<file path="config.mk">
export PLATFORM = sky130hd
export DESIGN_NAME = light_cycle_ctrl
export DESIGN_NICKNAME = d
export VERILOG_FILES = /design/src/rtl/light_cycle_ctrl.sv
export SDC_FILE = /design/constraint.sdc
export NUM_CORES = 1
export LEC_CHECK = 0
export ABC_AREA = 1
export CAP_MARGIN = 5
export CORE_MARGIN = 1.5
export CORE_UTILIZATION = 60
export CTS_CLUSTER_SIZE = 30
export DETAILED_ROUTE_END_ITERATION = 10
export GPL_TIMING_DRIVEN = 0
export PLACE_DENSITY = 0.8
export SKIP_LAST_GASP = 1
export SYNTH_ARGS = -nofsm -noshare
export SYNTH_HDL_FRONTEND = slang
export SYNTH_SLANG_ARGS = --single-unit
export TNS_END_PERCENT = 10
</file>
<file path="constraint.sdc">
create_clock -name clk -period 5.51 [get_ports clk]
set_clock_uncertainty 0.15 [all_clocks]
set_input_delay 0.551 -clock clk [delete_from_list [all_inputs] [get_ports clk]]
set_output_delay 0.551 -clock clk [all_outputs]
set_load 0.03 [all_outputs]
</file>
<file path="src/rtl/light_cycle_ctrl.sv">
// rtl/light_cycle_ctrl.sv - one-second sequencer, duration registers and pedestrian shortening
module light_cycle_ctrl #(
  parameter int CLK_DIV = 50000000,
  parameter int RED_DEF = 30,
  parameter int YEL_DEF = 5,
  parameter int GRE_DEF = 25,
  parameter int MIN_DUR = 1,
  parameter int MAX_DUR = 63,
  parameter int PED_REM = 5
) (
  input  logic       clk,
  input  logic       rst,
  input  logic       key_mode,
  input  logic       key_inc,
  input  logic       key_dec,
  input  logic       ped_req,
  output logic [7:0] count,
  output logic [5:0] red,
  output logic [5:0] yel,
  output logic [5:0] gre,
  output logic [1:0] cfg_mode,
  output logic       tick,
  output logic       ped_pend,
  output logic       ped_ack
);

  typedef enum logic [1:0] {RUN = 2'd0, SET_RED = 2'd1, SET_YEL = 2'd2, SET_GRE = 2'd3} state_t;

  localparam int             PW       = $clog2(CLK_DIV);
  localparam logic [PW-1:0]  PRE_LAST = PW'(CLK_DIV - 1);
  localparam logic [5:0]     MAX6     = 6'(MAX_DUR);
  localparam logic [5:0]     MIN6     = 6'(MIN_DUR);
  localparam logic [7:0]     PED8     = 8'(PED_REM);

  state_t        r_state;
  logic [PW-1:0] r_pre;
  logic [7:0]    r_count;
  logic [5:0]    r_red;
  logic [5:0]    r_yel;
  logic [5:0]    r_gre;
  logic          r_tick;
  logic          r_pend;
  logic          r_ack;

  logic [7:0]    w_gstart;
  logic [7:0]    w_total;
  logic [7:0]    w_left;
  logic          w_wrap;
  logic          w_up;
  logic          w_dn;

  // Durations are at most 63 each, so the 8-bit sum cannot overflow.
  assign w_gstart = {2'b00, r_red} + {2'b00, r_yel};
  assign w_total  = w_gstart + {2'b00, r_gre};
  assign w_left   = w_total - r_count;
  assign w_wrap   = (r_pre == PRE_LAST);
  assign w_up     = key_inc & ~key_dec;
  assign w_dn     = key_dec & ~key_inc;

  function automatic logic [5:0] f_adj(input logic [5:0] v, input logic up, input logic dn);
    if (up && v < MAX6) return v + 6'd1;
    if (dn && v > MIN6) return v - 6'd1;
    return v;
  endfunction

  always_ff @(posedge clk) begin
    if (!rst) begin
      r_state <= RUN;
      r_pre   <= '0;
      r_count <= 8'd0;
      r_red   <= 6'(RED_DEF);
      r_yel   <= 6'(YEL_DEF);
      r_gre   <= 6'(GRE_DEF);
      r_tick  <= 1'b0;
      r_pend  <= 1'b0;
      r_ack   <= 1'b0;
    end else begin
      r_tick <= 1'b0;
      r_ack  <= 1'b0;
      // Any SET state, and any mode change, parks the sequencer at the cycle start.
      if (r_state != RUN || key_mode) begin
        r_pre   <= '0;
        r_count <= 8'd0;
        r_pend  <= 1'b0;
      end
      case (r_state)
        RUN: begin
          if (key_mode) begin
            r_state <= SET_RED;
          end else begin
            if (w_wrap) begin
              r_pre  <= '0;
              r_tick <= 1'b1;
              if (r_count >= w_total) begin
                r_count <= 8'd1;
                r_pend  <= 1'b0;
              end else if (r_pend && r_count > w_gstart && w_left > PED8) begin
                r_count <= w_total - PED8;
                r_pend  <= 1'b0;
                r_ack   <= 1'b1;
              end else begin
                r_count <= r_count + 8'd1;
              end
            end else begin
              r_pre <= r_pre + PW'(1);
            end
            // A fresh request outranks the clear done by an applying tick.
            if (ped_req) r_pend <= 1'b1;
          end
        end
        SET_RED: begin
          if (key_mode) r_state <= SET_YEL;
          else          r_red   <= f_adj(r_red, w_up, w_dn);
        end
        SET_YEL: begin
          if (key_mode) r_state <= SET_GRE;
          else          r_yel   <= f_adj(r_yel, w_up, w_dn);
        end
        SET_GRE: begin
          if (key_mode) r_state <= RUN;
          else          r_gre   <= f_adj(r_gre, w_up, w_dn);
        end
        default: r_state <= RUN;
      endcase
    end
  end

  assign count    = r_count;
  assign red      = r_red;
  assign yel      = r_yel;
  assign gre      = r_gre;
  assign cfg_mode = r_state;
  assign tick     = r_tick;
  assign ped_pend = r_pend;
  assign ped_ack  = r_ack;

endmodule

</file>
==> metrics.txt <==
outcome finished, final reports clean; Primary FF master, synth dfxtp_1; final setup vio count 0; Crit Path Class reg -> reg; antenna viol nets, final 0; Leak 2.42 nW; port bufs 35; Final Instance Area 5450 µm²; post-synth top area share 0.241; FMAX 216 MHz; #FFs+latches synth 57; Seq/Total Area, Yosys 0.241; post-synthesis compound-gate area fraction 0.114; Tightest Pin Transition 600 ps; WP data arrival 4750 ps; unrepaired setup endpoints after global routing no; average wire per standard cell 13.5 µm; clock tree buffer depth 2; Die Height 91.8 µm; CP required 5630 ps; Overall Global Routing Usage 0.286; Synth Area in Adders 0.129; Clock Sinks 57; largest family of logic cells by synthesized area simple AND/OR/NAND/NOR gates; clock slew at reported path FFs 70 ps; normalized max-slew margin 0.600; PnR Total Power 2.05 mW; Mapped Cells 705; layout cells sized above 1 0.0701; RePlAce Congestion 0.927; drt initial violations 200; Antenna diodes 0; initial antenna violation count 0; number of synthesized flops with an enable pin 0; Max Slew Vio Count 0; multiplexer area fraction after synthesis 0; # rows 32; Vias 4650; Post-Place Cells 842; DR DRC count 0; grt ovf 0; CP Capture Type flop; TritonCTS Buffers 9; pin count of the biggest net entering global routing 11; crit path launch type flop; Initial Util 0.616; setup TNS 0 ps; hold slack 310 ps; Tcrit/Tclk final 0.840; synth top area cells dfxtp_1, nand2_1, ha_1, inv_1, nand3_1; fillers 704; post-CTS setup buffers 0; CTS tree done; peak supply drop 0.000201 V; Die ar. 8430 µm²; max cap viols 0; utilization after layout 0.708; Final Instance Count excl. Fillers 858; Final WS setup 882 ps; clock tree root buffer cell clkbuf_8; Synth-to-Final Area Change 15.1%; nets 804; placed inst area 5210 µm²; worst hold path class reg -> reg; XOR/XNOR Fraction of Synth Area 0.0685; hold_buf cts 0; fraction of the mapped netlist area in simple logic gates 0.348; area of the core 7690 µm²; hpwl dp 8.89 mm; final hold vios 0; Async SR Flop Fraction 0; DIE WIDTH 91.8 µm; total iterations of the first detailed-routing run 5; Clk Latency, worst-skew pair 350 ps; crit path max fanout 10; H-tree levels 3; I/O pin count 37; routed wire length 11.5 mm; Syn. warnings 0; Post-Place Setup Slack 993 ps; first-pass GRT wire length 19.6 mm; distinct cell type count after synthesis 49; Mapped Area 4730 µm²; vias per cell 5.42; Synth area leader dfxtp_1; Avg Cell Area, Syn 6.71 µm²; vias in the first global route 4382; Synthesized Nets 758; final worst path period need 4630 ps; quantity of gates resized following cts 0; pwr dens 376 nW/µm²
==> worst max-delay path, cell delays in order (launching register included) <==
cell and delay, ps:
dfxtp_1 520, ha_1 350, a21oi_1 150, and2_1 170
o21ai_0 100, a21o_1 170, xnor2_1 250, inv_1 80
ha_1 330, a21oi_1 230, nand2_1 80, nor2_1 90
nand2_1 60, nand2_1 130, inv_1 80, ha_1 340
nand2_1 130, inv_1 50, a21oi_1 180, nand3_1 110
a21oi_1 160, nand2_1 110, nand2_2 180, nand2_1 70
nand2_1 80, nand2_1 60, a21oi_1 120
==> synthesized netlist by cell type (3+ instances only) <==
library cell / n
nand2_1: 169
inv_1: 108
nor2_1: 63
dfxtp_1: 57
nand3_1: 52
a21oi_1: 46
ha_1: 44
o21ai_0: 28
xor2_1: 25
nor3_1: 17
xnor2_1: 12
nand4_1: 9
nor2_4: 7
nor2_2: 6
a211oi_1: 4
a31oi_1: 4
clkbuf_1: 3
fa_1: 3
nand2_2: 3
nor3_2: 3
o211ai_1: 3
==> cell type report <==
class	count	area (µm²)	area share
Timing Repair Buffer	35	350	0.0643
Multi-Input combinational cell	529	3120	0.573
Sequential cell	57	1140	0.210
Tap cell	102	128	0.0234
Clock buffer	11	131	0.0241
Buffer	8	46.3	0.00850
Clock inverter	5	104	0.0191
Inverter	111	424	0.0779
==> path summary, 6_finish.rpt <==
path | start | slack (ps) | cells after the start | endpoint
min | r_pre[0] | 310 | 1 | r_pre[0]
min reg2reg | r_pre[0] | 310 | 1 | r_pre[0]
max reg2reg | red[2] | 880 | 26 | count[6]
max | red[2] | 880 | 26 | count[6]
==> cells in the final DEF (no fill, tap or decap), types with 3 or more instances in the layout <==
cell	count
nand2_1	169
inv_1	108
nor2_1	63
dfxtp_1	57
nand3_1	52
a21oi_1	46
ha_1	44
clkdlybuf4s50_1	35
o21ai_0	28
xor2_1	25
nor3_1	17
xnor2_1	12
nand4_1	9
clkbuf_8	9
nor2_4	7
nor2_2	6
clkbuf_1	5
a211oi_1	4
a31oi_1	4
nor3_2	3
o211ai_1	3
nand2_2	3
fa_1	3
bufinv_16	3
==> logic make-up (layout without fill, tap and decap cells) <==
logic type | Yosys count | count (layout)
and+or+nand+nor | 349 | 349
buffers and inverters | 119 | 170
AOI/OAI and AO/OA | 96 | 96
DFF | 57 | 57
adders and majority gates | 47 | 47
xor gates and xnor gates | 37 | 37
==> sequential cells by signal (all words and copies together), names as in the netlist <==
name / count
red: 6
ped_ack: 1
yel: 6
gre: 6
ped_pend: 1
count: 8
r_pre: 26
tick: 1
cfg_mode: 2
==> report_power, final <==
part / leakage (nW) / internal (mW) / switching, mW / total, mW
sequential: 0.461 / 0.430 / 0.0295 / 0.460
combinational: 1.84 / 0.396 / 0.716 / 1.11
clock: 0.118 / 0.301 / 0.175 / 0.476
total: 2.42 / 1.13 / 0.921 / 2.05
==> per-layer routing <==
layer,vias up,routed length (µm),share of wire,global-route usage
li1,2379,-,-,-
met1,2139,5200,0.45,0.360
met2,112,5700,0.49,0.499
met3,20,475,0.041,0.0456
met4,0,177,0.015,0.0885
met5,-,0,0,0
Note: power is estimated with default switching activity, not from simulation.
